**config.mk**
```make
export PLATFORM = sky130hd
export DESIGN_NAME = core_inst_sequencer
export DESIGN_NICKNAME = d
export VERILOG_FILES = /design/src/rtl/core_inst_sequencer.sv
export SDC_FILE = /design/constraint.sdc
export NUM_CORES = 1
export LEC_CHECK = 0
export ABC_CLOCK_PERIOD_IN_PS = 5600
export BUFFER_PORTS_ARGS = -buffer_cell sky130_fd_sc_hd__clkbuf_2
export CAP_MARGIN = 25
export CORE_AREA = 2 2 88 90
export DETAILED_ROUTE_END_ITERATION = 7
export DIE_AREA = 0 0 90 92
export PLACE_DENSITY_LB_ADDON = 0.15
export SETUP_SLACK_MARGIN = 0.2
export SYNTH_ARGS = -nofsm -noshare
export SYNTH_HDL_FRONTEND = slang
export SYNTH_SLANG_ARGS = --single-unit
```
**constraint.sdc**
```tcl
create_clock -name clk -period 5.6 [get_ports clk]
set_input_delay 1.12 -clock clk [delete_from_list [all_inputs] [get_ports clk]]
set_output_delay 1.12 -clock clk [all_outputs]
set_load 0.1 [all_outputs]
```
**src/rtl/core_inst_sequencer.sv**
```systemverilog
// ----------------------------------------------------------------------------
// core_inst_sequencer
//
// Runs one convolution layer on the core without outside help. For each
// kernel position (kij) it loads the weights from xmem into the PE array,
// streams the activations through, and then drains the core output FIFO into
// the psum SRAM, accumulating onto earlier kernel positions. A single start
// pulse runs the whole layer.
//
// Ports
//   clk          clock
//   reset        asynchronous active-low reset
//   start        one-cycle pulse; begins a layer when idle
//   abort        synchronous cancel back to idle (held mode/sel/tile kept)
//   mode_in      0: 2-bit, 1: 4-bit; captured at start
//   sel_in       output bank select; captured at start
//   tile_in      corelet tile enables; captured at start
//   ofifo_valid  core output FIFO has data
//   inst         34-bit core instruction word (registered)
//   mode/sel/tile held copies of the values captured at start
//   busy         high in every state except idle
//   done         one-cycle pulse in the cycle after the last psum write
//   kij_idx      current kernel position
//
// inst bit map
//   [33] acc  [32] CEN_pmem  [31] WEN_pmem  [30:20] A_pmem
//   [19] CEN_xmem  [18] WEN_xmem  [17:7] A_xmem  [6] ofifo_rd  [5:4] 0
//   [3] l0_rd  [2] l0_wr  [1] execute  [0] load
// ----------------------------------------------------------------------------
module core_inst_sequencer #(
    parameter int                 row     = 2,
    parameter int                 col     = 2,
    parameter int                 kij_num = 9,
    parameter int                 nij_num = 36,
    parameter int                 a_width = 11,
    parameter logic [a_width-1:0] w_base  = 11'd1024
) (
    input  logic        clk,
    input  logic        reset,
    input  logic        start,
    input  logic        abort,
    input  logic        mode_in,
    input  logic        sel_in,
    input  logic [1:0]  tile_in,
    input  logic        ofifo_valid,
    output logic [33:0] inst,
    output logic        mode,
    output logic        sel,
    output logic [1:0]  tile,
    output logic        busy,
    output logic        done,
    output logic [3:0]  kij_idx
);

    localparam int DRAIN_LEN = row + col;
    localparam int MAX_NC    = (nij_num > col) ? nij_num : col;
    localparam int CNT_MAX   = (MAX_NC > DRAIN_LEN) ? MAX_NC : DRAIN_LEN;
    localparam int CNT_W     = $clog2(CNT_MAX + 1);
    localparam int KIJ_W     = 4;

    // Both memories disabled and write-disabled, no core strobes.
    localparam logic [33:0] IDLE_WORD = 34'h1_800C_0000;

    typedef enum logic [2:0] {
        S_IDLE,
        S_WLOAD,
        S_WDRAIN,
        S_GAP,
        S_ACT,
        S_ADRAIN,
        S_OREAD,
        S_DONE
    } state_t;

    state_t             state_q, state_d;
    logic [CNT_W-1:0]   cnt_q, cnt_d;
    logic [KIJ_W-1:0]   kij_q, kij_d;
    logic               mode_q, mode_d;
    logic               sel_q, sel_d;
    logic [1:0]         tile_q, tile_d;
    logic [33:0]        inst_q, inst_d;
    logic               busy_q, busy_d;
    logic               done_q, done_d;

    logic               xfer;
    logic [a_width-1:0] pmem_addr;
    logic [a_width-1:0] xaddr_w;

    // Next-state and counter logic.
    //
    // The instruction word is registered, so every decision is made at the
    // clock edge that starts the cycle it describes: the word for a cycle is
    // decoded from state_d/cnt_d. In OREAD, cnt_q counts transfers already
    // issued. Handshake with the output FIFO: ofifo_valid is sampled at the
    // edge; when high, the word for the following cycle pops one entry
    // (ofifo_rd=1) and writes it to psum address cnt; when low, the following
    // cycle is a stall carrying the idle word and cnt holds. There is no
    // timeout: the sequencer waits for the FIFO indefinitely.
    always_comb begin
        state_d   = state_q;
        cnt_d     = cnt_q;
        kij_d     = kij_q;
        mode_d    = mode_q;
        sel_d     = sel_q;
        tile_d    = tile_q;
        xfer      = 1'b0;
        pmem_addr = '0;

        case (state_q)
            S_IDLE: begin
                if (start) begin
                    state_d = S_WLOAD;
                    cnt_d   = '0;
                    kij_d   = '0;
                    mode_d  = mode_in;
                    sel_d   = sel_in;
                    tile_d  = tile_in;
                end
            end
            S_WLOAD: begin
                if (cnt_q == CNT_W'(col - 1)) begin
                    state_d = S_WDRAIN;
                    cnt_d   = '0;
                end else begin
                    cnt_d = cnt_q + CNT_W'(1);
                end
            end
            S_WDRAIN: begin
                if (cnt_q == CNT_W'(DRAIN_LEN - 1)) begin
                    state_d = S_GAP;
                    cnt_d   = '0;
                end else begin
                    cnt_d = cnt_q + CNT_W'(1);
                end
            end
            S_GAP: begin
                state_d = S_ACT;
                cnt_d   = '0;
            end
            S_ACT: begin
                if (cnt_q == CNT_W'(nij_num - 1)) begin
                    state_d = S_ADRAIN;
                    cnt_d   = '0;
                end else begin
                    cnt_d = cnt_q + CNT_W'(1);
                end
            end
            S_ADRAIN: begin
                if (cnt_q == CNT_W'(DRAIN_LEN - 1)) begin
                    // The first OREAD cycle may already carry transfer 0.
                    state_d = S_OREAD;
                    if (ofifo_valid) begin
                        xfer  = 1'b1;
                        cnt_d = CNT_W'(1);
                    end else begin
                        cnt_d = '0;
                    end
                end else begin
                    cnt_d = cnt_q + CNT_W'(1);
                end
            end
            S_OREAD: begin
                if (cnt_q == CNT_W'(nij_num)) begin
                    cnt_d = '0;
                    if (kij_q == KIJ_W'(kij_num - 1)) begin
                        state_d = S_DONE;
                    end else begin
                        state_d = S_WLOAD;
                        kij_d   = kij_q + KIJ_W'(1);
                    end
                end else if (ofifo_valid) begin
                    xfer      = 1'b1;
                    pmem_addr = a_width'(cnt_q);
                    cnt_d     = cnt_q + CNT_W'(1);
                end
            end
            S_DONE: begin
                state_d = S_IDLE;
                kij_d   = '0;
            end
            default: begin
                state_d = S_IDLE;
                cnt_d   = '0;
                kij_d   = '0;
            end
        endcase

        // abort overrides everything, including a start seen in the same
        // cycle; the held mode/sel/tile survive.
        if (abort) begin
            state_d = S_IDLE;
            cnt_d   = '0;
            kij_d   = '0;
            mode_d  = mode_q;
            sel_d   = sel_q;
            tile_d  = tile_q;
            xfer    = 1'b0;
        end
    end

    // Instruction word for the cycle that begins at the coming edge.
    always_comb begin
        xaddr_w = w_base + a_width'(kij_d) * a_width'(col) + a_width'(cnt_d);
        inst_d  = IDLE_WORD;
        case (state_d)
            S_WLOAD: begin
                inst_d[19]   = 1'b0;
                inst_d[17:7] = xaddr_w;
                inst_d[2]    = 1'b1;
                inst_d[0]    = 1'b1;
            end
            S_WDRAIN: begin
                inst_d[3] = 1'b1;
                inst_d[0] = 1'b1;
            end
            S_ACT: begin
                inst_d[19]   = 1'b0;
                inst_d[17:7] = a_width'(cnt_d);
                inst_d[3]    = 1'b1;
                inst_d[2]    = 1'b1;
                inst_d[1]    = 1'b1;
            end
            S_ADRAIN: begin
                inst_d[3] = 1'b1;
                inst_d[1] = 1'b1;
            end
            S_OREAD: begin
                if (xfer) begin
                    inst_d[33]    = (kij_d != '0);
                    inst_d[32]    = 1'b0;
                    inst_d[31]    = 1'b0;
                    inst_d[30:20] = pmem_addr;
                    inst_d[6]     = 1'b1;
                end
            end
            default: begin
                inst_d = IDLE_WORD;
            end
        endcase

        busy_d = (state_d != S_IDLE);
        done_d = (state_d == S_DONE);
    end

    always_ff @(posedge clk or negedge reset) begin
        if (!reset) begin
            state_q <= S_IDLE;
            cnt_q   <= '0;
            kij_q   <= '0;
            mode_q  <= 1'b0;
            sel_q   <= 1'b0;
            tile_q  <= 2'b00;
            inst_q  <= IDLE_WORD;
            busy_q  <= 1'b0;
            done_q  <= 1'b0;
        end else begin
            state_q <= state_d;
            cnt_q   <= cnt_d;
            kij_q   <= kij_d;
            mode_q  <= mode_d;
            sel_q   <= sel_d;
            tile_q  <= tile_d;
            inst_q  <= inst_d;
            busy_q  <= busy_d;
            done_q  <= done_d;
        end
    end

    assign inst    = inst_q;
    assign mode    = mode_q;
    assign sel     = sel_q;
    assign tile    = tile_q;
    assign busy    = busy_q;
    assign done    = done_q;
    assign kij_idx = kij_q;

endmodule
```
==> impl_metrics.ini, run 1 <==
[final_layout]
num-fill-cells = 782
syn2layout_area_growth_pct = 14.76
diodes = 0
final_util_pct = 38.16
drive_gt1_share_pct = 26.24
fin_area_sq_um = 2841
layout.nets = 301
finalNonFillerCells = 384

[synthesis]
syn_area_sq_um = 2476
synth_top_area_cell = dfrtp_1
synth_area_leaders = dfrtp_1, ha_1, buf_4, nor2_1, a21oi_1
synth_edf_count = 0
ys_ff_latch = 41
synth.top_cells.by_count = dfrtp_1, nor2_1, buf_4, inv_1, nand2_1
syn_area_per_cell_sq_um = 10.15
yosysSeqAreaShare_pct = 41.54
ys_warn_count = 0
synth_top_area_share_pct = 39.41
synthFlopType = dfrtp_1
netlist_instances = 244
yosysMostFrequentCell = dfrtp_1
synthArstFlopShare_pct = 100.0
synthDistinctLibCells = 64

[min_path]
worstHoldStart = tile[1]
min_path_cells = 1
hold_class = reg -> reg
min_to = tile[1]

[die]
rows = 32
die_w_um = 90
core_sq_um = 7447
start_util_pct = 33.25
die_h_um = 92
dieArea_sq_um = 8280
num_io_pins = 53

[routing]
drtAntennaViolNets = 0
drt_wl_total_um = 5870
first_iter_violations = 118
drc = 0
wl_per_cell_um = 15.29
viasPerCell = 5.031
vias = 1932
dr.pass1.iters = 4

[place]
dp.cells = 375
post_dp_cell_area_sq_um = 2714
gp_congestion = 0.8161
dp_hpwl_um = 4421
port_buffers = 41

[pwr]
power.density_nw_per_um2 = 370.2
vdd.ir_drop.worst_mv = 0.1337
finalPower_uw = 1052
p_leak_uw = 0.001390

[timing]
rsz0062_at_grt = false
drv_slew = 0
slew_headroom_pct = 49.42
hold_violations = 0
clock.fmax_ghz = 0.2775
period_share_pct = 64.34
fin_setup_tns_ns = 0
fin_crit_ns = 3.603
worst_slew_pin_slew_ns = 0.7536
setup_viol = 0
clock-skew-final_ns = 0.005930

[worst_setup_path]
r2r_start = cnt_q[0]
worstPathRequired_ns = 5.78
r2r_end = inst[12]
end_kind = flip-flop
cp_data_arrival_time_ns = 3.78
rrSetupSlack_ns = 2.00
r2r_cells = 13
worst_setup_path_start_kind = flip-flop
worstPathMaxFanout = 8
critical_path_class = reg -> reg

[global_route]
grt-busiest-layer = met2
grtUsageMet3_pct = 2.465
grt_start_max_net_pins = 30
first_global_vias = 1953
grtUsageTotal_pct = 14.91
met1_usage_pct = 19.63
use_met2_pct = 24.87
grt_pass1_wl_um = 9825
gr-total-overflow = 0
antenna_found_initial = 0

[outcome]
status = finished, final reports clean

[cts]
hold_buffers = 0
post_cts_buffers = 0
path_clk_slew_ns = 0.08
cts_tree = yes
clkLatencyLatePin_ns = 0.30
htreeDepth = 2
cts-root-buf = clkbuf_8
cts_sinks = 41
cts_resized = 0
clk_path_buf_depth = 2
cts_made_buffers = 5

[flow_run]
drv_cap = 0
-- worst max-delay path by stage --
| stage | startpoint | end | slack, ns |
|---|---|---|---|
| 6_report | cnt_q[0] | inst[12] | 2.00 |
| 4_1_cts | cnt_q[0] | inst[12] | 2.01 |
| 5_1_grt | state_q[2] | inst[13] | 1.71 |
| 3_5_place_dp | ofifo_valid | inst[11] | 1.87 |
| 3_3_place_gp | start | inst[12] | 1.91 |
| 2_1_floorplan | kij_idx[0] | inst[12] | 2.26 |
-- kinds of logic (layout without fill, tap and decap cells) --
group	count (synthesis)	after routing	share of synthesized area, %
AND/OR/NAND/NOR	90	90	21.63
AO/OA/AOI/OAI	53	53	17.89
flip-flops	41	41	41.54
buffers and inverters	36	65	8.287
adder cells (fa/ha/maj)	11	11	5.862
multiplexers	8	8	3.436
XOR/XNOR	3	3	1.061
other	2	11	0.3033
-- layer usage --
metal	vias to the layer above	share of wire, %	wire length [um]
li1	930	-	-
met1	962	46	2687
met2	33	50	2908
met3	7	3.0	175
met4	0	1.7	97
met5	-	0	0
-- area by class of cell --
class                      count  area, sq um  share of cell area (%)
inverter                      13        48.80                   1.717
tap                          102        127.6                   4.491
clock inverter                 2        37.54                   1.321
multi-input combinational    176         1276                   44.91
timing repair buffer          44        240.2                   8.454
clock buffer                   6        82.58                   2.906
sequential                    41         1028                   36.20
-- worst max-delay path: stages, from the launching register on --
cell,delay (ns)
dfrtp_1,0.46
ha_1,0.30
or4b_4,0.56
nor2_2,0.17
o221ai_2,0.22
o211ai_1,0.24
a21oi_1,0.17
ha_1,0.24
fa_1,0.40
a21o_1,0.20
a21o_1,0.19
nor3b_1,0.14
o211ai_1,0.08
o211ai_1,0.10
-- layout by cell type (no fill, tap or decap), types with 3 or more instances in the layout --
master,count
clkbuf_2,41
dfrtp_1,39
nor2_1,16
inv_1,12
nand2_1,12
a21oi_1,11
conb_1,11
ha_1,10
and3_1,8
nor3_1,7
nand3_1,6
nand2b_1,6
clkbuf_8,6
and2_1,5
or3_1,4
mux2i_1,4
o21ai_0,4
a21o_1,4
a32o_1,4
mux2_2,4
nor2b_1,3
nand3b_1,3
o211ai_1,3
and4_1,3
-- where the power goes --
part	internal, uW	leakage (uW)	switching, uW	total, uW
logic	85.6	0.000784	357	443
clock network	145	0.0000574	105	250
registers	332	0.000549	27.7	359
-- sequential cells by signal, indices dropped and copies added (netlist names) --
signal,flops
state_q,3
inst,22
done,1
mode,1
sel,1
cnt_q,6
kij_idx,4
tile,2
busy,1
-- per-stage QoR --
stage               worst slack [ns]  hold slack (ns)
floorplan                      2.261           0.5753
global placement               1.913           0.4874
detailed placement             1.866           0.4978
CTS                            2.015           0.5169
global route                   1.711           0.5345
finish                         1.997           0.5072
(Power assumes the default switching activity.)
==> inputs of run 2 (changes only) <==
--- a/config.mk
+++ b/config.mk
@@ -5,7 +5,7 @@
 export SDC_FILE = /design/constraint.sdc
 export NUM_CORES = 1
 export LEC_CHECK = 0
-export ABC_CLOCK_PERIOD_IN_PS = 5600
+export ABC_CLOCK_PERIOD_IN_PS = 3800
 export BUFFER_PORTS_ARGS = -buffer_cell sky130_fd_sc_hd__clkbuf_2
 export CAP_MARGIN = 25
 export CORE_AREA = 2 2 88 90
==> constraint.sdc (replaced) <==
create_clock -name clk -period 3.8 [get_ports clk]
set_input_delay 0.76 -clock clk [delete_from_list [all_inputs] [get_ports clk]]
set_output_delay 0.76 -clock clk [all_outputs]
set_load 0.1 [all_outputs]
==> impl_metrics.ini, run 2 (synthesis results as in run 1) <==
[worst_setup_path]
rrSetupSlack_ns = 0.44
r2r_start = cnt_q[1]
worstPathMaxFanout = 8
cp_data_arrival_time_ns = 3.53
critical_path_class = reg -> reg
worstPathRequired_ns = 3.97
r2r_cells = 13
end_kind = flip-flop
worst_setup_path_start_kind = flip-flop
r2r_end = inst[12]

[timing]
fin_crit_ns = 3.363
fin_setup_tns_ns = 0
clock-skew-final_ns = 0.006099
hold_violations = 0
clock.fmax_ghz = 0.2973
slew_headroom_pct = 56.36
worst_slew_pin_slew_ns = 0.6516
setup_viol = 0
drv_slew = 0
period_share_pct = 88.51
rsz0062_at_grt = false

[cts]
cts_sinks = 41
cts-root-buf = clkbuf_8
cts_tree = yes
clkLatencyLatePin_ns = 0.29
htreeDepth = 2
cts_made_buffers = 5
post_cts_buffers = 0
path_clk_slew_ns = 0.08
clk_path_buf_depth = 2

[die]
core_sq_um = 7447
start_util_pct = 33.25
dieArea_sq_um = 8280
num_io_pins = 53
rows = 32
die_w_um = 90
die_h_um = 92

[global_route]
gr-total-overflow = 0
grt_pass1_wl_um = 9977
grt_start_max_net_pins = 29
first_global_vias = 1936
antenna_found_initial = 0
grtUsageTotal_pct = 15.09

[outcome]
status = finished, final reports clean

[place]
gp_congestion = 0.8102
dp.cells = 381
dp_hpwl_um = 4504
port_buffers = 41

[final_layout]
diodes = 0
finalNonFillerCells = 389
mostFrequentLayoutCells = clkbuf_2, dfrtp_1, nor2_1
drive_gt1_share_pct = 28.22
mostFrequentLayoutCell = clkbuf_2
syn2layout_area_growth_pct = 16.68
layout.nets = 306
largest_register_ffs = 22

[flow_run]
drv_cap = 0

[routing]
viasPerCell = 4.972
vias = 1934
drc = 0
wl_per_cell_um = 15.10
dr.pass1.iters = 4
first_iter_violations = 135
drt_wl_total_um = 5875
drtAntennaViolNets = 0

[pwr]
vdd.ir_drop.worst_mv = 0.2279
p_leak_uw = 0.001413
power.density_nw_per_um2 = 529.3

[min_path]
hold_class = in -> async
-- run 2: through the flow --
stage                     hold slack (ns)  power [uW]  setup slack [ns]  util (%)  cell area [sq um]
after detailed placement           0.4956        1191            0.4156     37.05               2759
after global routing               0.3991        1618            0.2026     38.79               2889
after floorplan                    0.4644        1086            0.4613         -               2510
after global placement             0.4883        1191            0.4480     36.78               2739
after CTS                          0.3876        1537            0.3884     38.49               2867
final                              0.3775        1529            0.4368     38.79               2889
-- run 2: layer usage --
| metal | GRT usage, % | share of wire [%] |
|---|---|---|
| met5 | 0 | 0 |
| met1 | 20.37 | 45 |
| met4 | 5.641 | 2.2 |
| met2 | 24.25 | 49 |
| met3 | 2.712 | 3.8 |
-- run 2: worst max path at each step --
stage | start | to | slack, ns | cells after the start
CTS | cnt_q[0] | inst[12] | 0.39 | 13
finish | cnt_q[1] | inst[12] | 0.44 | 13
global route | cnt_q[5] | inst[12] | 0.20 | 12
global placement | cnt_q[0] | inst[12] | 0.45 | 13
floorplan | kij_idx[0] | inst[12] | 0.46 | 14
detailed placement | cnt_q[0] | inst[12] | 0.42 | 13
-- run 2: where the power goes --
| part | internal, uW | leakage, uW | switching [uW] |
|---|---|---|---|
| logic | 133 | 0.000810 | 529 |
| clock network | 195 | 0.0000552 | 146 |
| registers | 490 | 0.000547 | 36.1 |
-- run 2: cell type report --
class / instances / area, sq um
fill: 777 / 4558
multi-input combinational: 176 / 1297
sequential: 41 / 1030
timing repair buffer: 49 / 277.8
tap: 102 / 127.6
clock buffer: 6 / 72.57
inverter: 13 / 48.80
clock inverter: 2 / 35.03
-- run 2: repair_timing --
action / CTS / global route
hold buffers: 0 / 0
resized for setup: 0 / 5
endpoints found under the setup margin: 0 / 1
-- run 2: worst max-delay path, cell delays in order, from the launching register on --
cell	delay, ns
dfrtp_1	0.43
ha_2	0.25
or4b_4	0.54
nor2_2	0.18
o221ai_4	0.16
o211ai_1	0.20
a21oi_1	0.14
ha_1	0.24
fa_1	0.40
a21o_1	0.19
a21o_1	0.18
nor3b_1	0.13
o211ai_1	0.11
o211ai_1	0.10
